File: config.mk
export PLATFORM = sky130hd
export DESIGN_NAME = hvgen_param
export DESIGN_NICKNAME = d
export VERILOG_FILES = /design/src/rtl/hvgen_pkg.sv /design/src/rtl/hvgen_delay.sv /design/src/rtl/hvgen_param.sv
export SDC_FILE = /design/constraint.sdc
export NUM_CORES = 1
export LEC_CHECK = 0
export CAP_MARGIN = 20
export CORE_MARGIN = 10
export CORE_UTILIZATION = 25
export DETAILED_ROUTE_END_ITERATION = 10
export DONT_BUFFER_PORTS = 1
export HOLD_SLACK_MARGIN = 0.1
export SLEW_MARGIN = 30
export SYNTH_ARGS = -nofsm -noshare
export SYNTH_HDL_FRONTEND = slang
export SYNTH_SLANG_ARGS = --single-unit
File: constraint.sdc
create_clock -name MCLK -period 3.1 [get_ports MCLK]
set_clock_uncertainty 0.2 [all_clocks]
set_input_delay 0.31 -clock MCLK [delete_from_list [all_inputs] [get_ports MCLK]]
set_output_delay 0.31 -clock MCLK [all_outputs]
set_load 0.02 [all_outputs]
File: src/rtl/hvgen_pkg.sv
// ---------------------------------------------------------------------------
// hvgen_pkg
// Shared types, constants and helpers for the parametrised raster generator.
//   pos_t       : 9-bit raster coordinate (HPOS/VPOS width)
//   ADJ_MIN/MAX : range of the signed 4-bit sync-centering adjust
//   POS_LIMIT   : largest total (H or V) representable in pos_t
//   ht()/vt()   : line / frame totals from the four geometry parameters
//   sync_start(): first count of the sync pulse for a given adjust
// ---------------------------------------------------------------------------
package hvgen_pkg;

  typedef logic [8:0] pos_t;

  localparam int ADJ_MIN   = -8;
  localparam int ADJ_MAX   = 7;
  localparam int POS_LIMIT = 512;

  function automatic int ht(input int active, input int fp, input int sync, input int bp);
    return active + fp + sync + bp;
  endfunction

  function automatic int vt(input int active, input int fp, input int sync, input int bp);
    return active + fp + sync + bp;
  endfunction

  // Sync start = active + front porch + signed adjust. The porch >= 8 rule
  // keeps the result positive, so plain 11-bit unsigned compares work.
  function automatic logic [10:0] sync_start(input int active, input int fp,
                                             input logic [3:0] adj);
    return 11'(active + fp) + {{7{adj[3]}}, adj};
  endfunction

endpackage

File: src/rtl/hvgen_delay.sv
// ---------------------------------------------------------------------------
// hvgen_delay
// Clock-enable gated shift register used to align raster timing bits with
// late-arriving core pixels.
//   clk    : master clock
//   rst_n  : asynchronous active-low reset, loads RESET_VAL into every stage
//   ce     : shift enable (pixel clock-enable)
//   din    : WIDTH-bit input
//   dout   : din delayed by DEPTH enabled ticks (DEPTH=0 is a plain wire)
// ---------------------------------------------------------------------------
module hvgen_delay #(
  parameter int               WIDTH     = 4,
  parameter int               DEPTH     = 1,
  parameter logic [WIDTH-1:0] RESET_VAL = '0
) (
  input  logic             clk,
  input  logic             rst_n,
  input  logic             ce,
  input  logic [WIDTH-1:0] din,
  output logic [WIDTH-1:0] dout
);

  if (DEPTH == 0) begin : g_wire
    // No pipeline requested: the control inputs are intentionally ignored.
    logic unused_ctrl;
    assign unused_ctrl = &{1'b0, clk, rst_n, ce};
    assign dout        = din;
  end else begin : g_shift
    logic [DEPTH-1:0][WIDTH-1:0] stage_q;
    logic [DEPTH-1:0][WIDTH-1:0] stage_d;

    // Next-state of the shift chain: stage 0 takes din, each later stage
    // takes its predecessor, all only on an enabled tick.
    always_comb begin
      stage_d = stage_q;
      if (ce) begin
        stage_d[0] = din;
        for (int i = 1; i < DEPTH; i++) begin
          stage_d[i] = stage_q[i-1];
        end
      end
    end

    // Stage registers; reset fills the chain with the idle pattern.
    always_ff @(posedge clk or negedge rst_n) begin
      if (!rst_n) begin
        stage_q <= {DEPTH{RESET_VAL}};
      end else begin
        stage_q <= stage_d;
      end
    end

    assign dout = stage_q[DEPTH-1];
  end

endmodule

File: src/rtl/hvgen_param.sv
// ---------------------------------------------------------------------------
// hvgen_param
// Parametrised raster (H/V) timing generator running on the master clock
// and advancing on a pixel clock-enable.
//   MCLK, RESET_N   : master clock, asynchronous active-low reset
//   CE_PIX          : pixel clock-enable, one MCLK wide
//   H_ADJ, V_ADJ    : signed sync centering, latched once per frame
//   iRGB            : core pixel, PIPE ticks behind its HPOS/VPOS
//   HPOS, VPOS      : registered raster counters
//   oRGB            : blanked pixel aligned with the timing outputs
//   HBLK, VBLK      : active-high blanks; HSYN, VSYN : active-low syncs
//   VBL_STB         : one-MCLK pulse when VBLK rises
//   FRAME           : toggles each time the raster wraps to (0,0)
// ---------------------------------------------------------------------------
module hvgen_param
  import hvgen_pkg::*;
#(
  parameter int RGB_W    = 12,
  parameter int H_ACTIVE = 288,
  parameter int H_FP     = 24,
  parameter int H_SYNC   = 32,
  parameter int H_BP     = 40,
  parameter int V_ACTIVE = 224,
  parameter int V_FP     = 11,
  parameter int V_SYNC   = 8,
  parameter int V_BP     = 21,
  parameter int PIPE     = 1
) (
  input  logic             MCLK,
  input  logic             RESET_N,
  input  logic             CE_PIX,
  input  logic [3:0]       H_ADJ,
  input  logic [3:0]       V_ADJ,
  input  logic [RGB_W-1:0] iRGB,
  output logic [8:0]       HPOS,
  output logic [8:0]       VPOS,
  output logic [RGB_W-1:0] oRGB,
  output logic             HBLK,
  output logic             VBLK,
  output logic             HSYN,
  output logic             VSYN,
  output logic             VBL_STB,
  output logic             FRAME
);

  localparam int HT = ht(H_ACTIVE, H_FP, H_SYNC, H_BP);
  localparam int VT = vt(V_ACTIVE, V_FP, V_SYNC, V_BP);

  // Geometry sanity: totals must fit the 9-bit counters, and the porches
  // must absorb the full adjust range so sync never enters the active area.
  if (HT > POS_LIMIT) begin : g_ht_check
    $error("hvgen_param: horizontal total exceeds 512");
  end
  if (VT > POS_LIMIT) begin : g_vt_check
    $error("hvgen_param: vertical total exceeds 512");
  end
  if (H_FP < -ADJ_MIN || H_BP < ADJ_MAX + 1) begin : g_hporch_check
    $error("hvgen_param: horizontal porches must be at least 8");
  end
  if (V_FP < -ADJ_MIN || V_BP < ADJ_MAX + 1) begin : g_vporch_check
    $error("hvgen_param: vertical porches must be at least 8");
  end
  if (PIPE < 0 || PIPE > 7) begin : g_pipe_check
    $error("hvgen_param: PIPE must be in 0..7");
  end

  localparam pos_t H_LAST = pos_t'(HT - 1);
  localparam pos_t V_LAST = pos_t'(VT - 1);

  pos_t             hcnt_q, hcnt_d;
  pos_t             vcnt_q, vcnt_d;
  logic [3:0]       ha_q, ha_d;
  logic [3:0]       va_q, va_d;
  logic [3:0]       tim_q, tim_d;
  logic [RGB_W-1:0] rgb_q, rgb_d;
  logic             frame_q, frame_d;
  logic             vbl_stb_q, vbl_stb_d;

  logic [10:0] h_ext, v_ext, hs_start, vs_start;
  logic        hb, vb, hs, vs;
  logic        line_end, frame_end;
  logic [3:0]  raw_tim, dly_tim;

  // Raw timing from the live counters. vs only depends on vcnt and va, both
  // of which change at hcnt=0, so it is naturally a per-line signal.
  always_comb begin
    h_ext    = {2'b00, hcnt_q};
    v_ext    = {2'b00, vcnt_q};
    hs_start = sync_start(H_ACTIVE, H_FP, ha_q);
    vs_start = sync_start(V_ACTIVE, V_FP, va_q);
    hb       = (h_ext >= 11'(H_ACTIVE));
    vb       = (v_ext >= 11'(V_ACTIVE));
    hs       = (h_ext >= hs_start) && (h_ext < hs_start + 11'(H_SYNC));
    vs       = (v_ext >= vs_start) && (v_ext < vs_start + 11'(V_SYNC));
    raw_tim  = {hb, vb, ~hs, ~vs};
    line_end  = (hcnt_q == H_LAST);
    frame_end = line_end && (vcnt_q == V_LAST);
  end

  // Timing bits ride a PIPE-deep chain that idles in the blanked state.
  hvgen_delay #(
    .WIDTH     (4),
    .DEPTH     (PIPE),
    .RESET_VAL (4'b1111)
  ) u_tim_dly (
    .clk   (MCLK),
    .rst_n (RESET_N),
    .ce    (CE_PIX),
    .din   (raw_tim),
    .dout  (dly_tim)
  );

  // Next-state for counters, latched adjusts and the output register. Only
  // the strobe is evaluated every MCLK so that it is always a single cycle.
  always_comb begin
    hcnt_d    = hcnt_q;
    vcnt_d    = vcnt_q;
    ha_d      = ha_q;
    va_d      = va_q;
    tim_d     = tim_q;
    rgb_d     = rgb_q;
    frame_d   = frame_q;
    vbl_stb_d = 1'b0;
    if (CE_PIX) begin
      if (line_end) begin
        hcnt_d = '0;
        vcnt_d = (vcnt_q == V_LAST) ? '0 : vcnt_q + 9'd1;
      end else begin
        hcnt_d = hcnt_q + 9'd1;
      end
      if (frame_end) begin
        ha_d    = H_ADJ;
        va_d    = V_ADJ;
        frame_d = ~frame_q;
      end
      tim_d     = dly_tim;
      rgb_d     = (dly_tim[3] | dly_tim[2]) ? '0 : iRGB;
      vbl_stb_d = dly_tim[2] & ~tim_q[2];
    end
  end

  // State registers; reset returns everything to the blanked idle state.
  always_ff @(posedge MCLK or negedge RESET_N) begin
    if (!RESET_N) begin
      hcnt_q    <= '0;
      vcnt_q    <= '0;
      ha_q      <= '0;
      va_q      <= '0;
      tim_q     <= 4'b1111;
      rgb_q     <= '0;
      frame_q   <= 1'b0;
      vbl_stb_q <= 1'b0;
    end else begin
      hcnt_q    <= hcnt_d;
      vcnt_q    <= vcnt_d;
      ha_q      <= ha_d;
      va_q      <= va_d;
      tim_q     <= tim_d;
      rgb_q     <= rgb_d;
      frame_q   <= frame_d;
      vbl_stb_q <= vbl_stb_d;
    end
  end

  assign HPOS    = hcnt_q;
  assign VPOS    = vcnt_q;
  assign HBLK    = tim_q[3];
  assign VBLK    = tim_q[2];
  assign HSYN    = tim_q[1];
  assign VSYN    = tim_q[0];
  assign oRGB    = rgb_q;
  assign VBL_STB = vbl_stb_q;
  assign FRAME   = frame_q;

endmodule
==> results.toml <==
[die]
die_x_um = 120
ioPinCount = 59
fp.dieH_um = 120
core_um2 = 9770
die_area_um2 = 14500
rows = 36
initial_utilization_pct = 25.7

[synthesis]
yosysSeqAreaShare_pct = 48.2
synth_xor_area_share_pct = 4.83
ys_ff_latch = 48
synth_edf_count = 0
synth_cell_type_count = 47
synth-simple-area-share_pct = 15.9
synth_mux_area_share_pct = 3.54
avgSynthCellArea_um2 = 10.0
synthArstFlopShare_pct = 100
synth_top_family_by_area = "simple AND/OR/NAND/NOR gates"
synthesis.nets = 292
synth_area_um2 = 2510
synthAdderAreaFrac_pct = 9.46
synth-main-ff-cell = "dfrtp_1"
synth_compound_area_share_pct = 12.5
syn_inst = 250
yosys_warnings = 0

[placed_design]
portBuffers = 0
placed_area_um2 = 2660
dp.cells = 378
gp_congestion = 0.831
dpl.hpwl_um = 4540

[worst_hold_path]
worstHoldPathCells = 3
hp-start = "CE_PIX"
whs_endpoint = "oRGB[0]$_DFFE_PN0P_"
holdCritPathClass = "in -> reg"

[clock_tree]
cts_setup_buffers = 0
insertion_delay_ps = 300
cts_root_buf = "clkbuf_8"
cts_hold_buf = 23
path_clk_slew_ps = 100
cts_max_path_buffers = 2
htreeDepth = 2
cts_tree = "yes"
numCtsBuffers = 5
clock-sinks = 48
cts_resized = 0

[grt]
grt_pass1_wl_um = 10200
grt_pass1_vias = 1911
globalRouteOverflowTotal = 0
grt_start_max_net_pins = 49
grt_use_total_pct = 8.60
antenna_found_initial = 0

[layout]
final_core_util_pct = 30.8
layout-drive-gt1-share_pct = 12.7
layout.nets = 317
stdcell_area_um2 = 3010
num_antenna_cells = 0
most-common-layout-cells = "dfrtp_1 (40), nand2_1 (31), inv_1 (28), o21ai_0 (28), dlygate4sd3_1 (21)"
layout_commonest_cell = "dfrtp_1"
syn2layout_area_growth_pct = 19.9
fin_cells = 409
nFillCells = 1026

[worst_setup_path]
crit_family = "compound AO/OA/AOI/OAI gates"
critical_path_class = "reg -> reg"
r2r_cells = 9
max_stage_delay_ps = 390
worst-path-stages = 9
cp.required_ps = 3100
r2r_end = "u_tim_dly.dout[0]$_DFFE_PN1P_"
reg2reg_from = "va_q[1]$_DFFE_PN0P_"
reg2reg_slack_ps = 630
crit_path_cell_trace = "o21ai_0 -> xor2_1 -> ha_1 -> inv_1 -> ha_1 -> a221oi_1 -> o21ai_0 -> nand3_1 -> a41oi_1"
crit_slowest_cell = "dfrtp_1"
arrival_ps = 2470
cp-start-kind = "register"
end_kind = "register"
cp_num_buf_inv = 1
crit_fanout = 4

[timing]
rsz0062_at_grt = "false"
slew_viol_final = 0
min_period_over_period_pct = 79.8
setup_viol = 0
worst_pin_slew_ps = 506
fin_setup_tns_ps = 0
max_freq_ghz = 0.404
report.final.hold_viol_count = 0
period_needed_ps = 2470
whs_ps = 164
slew_headroom_pct = 66.2

[power_and_ir_drop]
power.density_nw_per_um2 = 482
leakagePower_nw = 1.37
ir_worst_vdd_uv = 155

[detailed_routing]
avgRoutedWirePerCell_um = 15.2
ant_nets = 0
vias = 1810
wl_met2_um = 3030
routed_wl_um = 6210
drc = 0
vias_per_cell = 4.43
drt_iter0_drc = 120
wl_met1_um = 2630
routed.top_layer = "met4"
drt-pass1-iter-count = 4
dr_wl_met3_um = 530

[outcome]
outcome = "finished, final reports clean"

[flow_run]
cap_violations = 0
[report_power, final]
group | total, mW | internal [mW] | switching (mW)
Sequential | 0.830 | 0.678 | 0.152
Combinational | 0.164 | 0.0823 | 0.0817
Clock | 0.459 | 0.239 | 0.220
Total | 1.45 | 0.999 | 0.455
[cells in the mapped netlist (all sizes together) (2+ instances only)]
cell type	instances	area [um2]
nor3b	2	15.0
inv	28	105
nand2b	3	26.3
nor2	14	55.1
nor2b	2	12.5
nand2	31	116
and3	3	18.8
dfstp	8	210
xor2	5	51.3
nand4b	2	17.5
nand3	3	15.0
nor3	5	41.3
o311ai	3	26.3
nand4	5	43.8
clkbuf	6	23.8
mux2	7	78.8
dfrtp	40	1000
ha	19	238
xnor2	8	70.1
a21oi	6	30.0
o21ai	32	160
[worst reg2reg max path: cells and delay by family, from the launching register on]
family	cells	cell delay, ps
AO/OA/AOI/OAI	4	740
XOR/XNOR	1	350
buffers and inverters	1	60
flip-flops	1	390
AND/OR/NAND/NOR	1	110
adder cells (fa/ha/maj)	2	530
[cell type report]
class	count	area, um2	share of cell area [%]
Multi-Input combinational cell	167	1160	38.5
Tap cell	133	166	5.52
Inverter	28	105	3.49
Timing Repair Buffer	25	258	8.55
Clock buffer	5	68.8	2.28
Sequential cell	48	1210	40.2
Clock inverter	3	42.5	1.41
[metrics by stage]
| step | worst slack, ps | power [mW] |
|---|---|---|
| after global routing | 363 | 1.54 |
| after floorplan | 889 | 0.916 |
| final | 625 | 1.45 |
| after global placement | 703 | 0.957 |
| after detailed placement | 638 | 0.963 |
| after CTS | 597 | 1.48 |
[metal layers]
metal | vias up | GRT usage [%]
li1 | 904 | -
met2 | 39 | 14.8
met1 | 865 | 9.76
met3 | 2 | 3.82
met4 | 0 | 1.58
met5 | - | 0
[cell families (layout without fill, tap and decap cells)]
group,Yosys count,count (layout)
AOI/OAI and AO/OA,53,53
xor gates and xnor gates,13,13
adders and majority gates,19,19
buffers and inverters,35,61
DFF,48,48
muxes,8,8
and+or+nand+nor,74,74
[sequential cells by signal, summed over array words and instances (netlist names), 4 cells and up]
name,count
va_q,4
oRGB,12
tim_q,4
u_tim_dly.dout,4
ha_q,4
HPOS,9
VPOS,9
[worst max-delay path by stage]
| stage | from | endpoint | slack, ps |
|---|---|---|---|
| after global routing | va_q[1]$_DFFE_PN0P_ | u_tim_dly.dout[0]$_DFFE_PN1P_ | 360 |
| after floorplan | va_q[0]$_DFFE_PN0P_ | u_tim_dly.dout[0]$_DFFE_PN1P_ | 890 |
| after global placement | va_q[1]$_DFFE_PN0P_ | u_tim_dly.dout[0]$_DFFE_PN1P_ | 700 |
| after detailed placement | HPOS[1]$_DFFE_PN0P_ | ha_q[0]$_DFFE_PN0P_ | 640 |
| final | va_q[1]$_DFFE_PN0P_ | u_tim_dly.dout[0]$_DFFE_PN1P_ | 630 |
| after CTS | va_q[1]$_DFFE_PN0P_ | u_tim_dly.dout[0]$_DFFE_PN1P_ | 600 |
No activity file was read; power rests on OpenSTA's default activity.
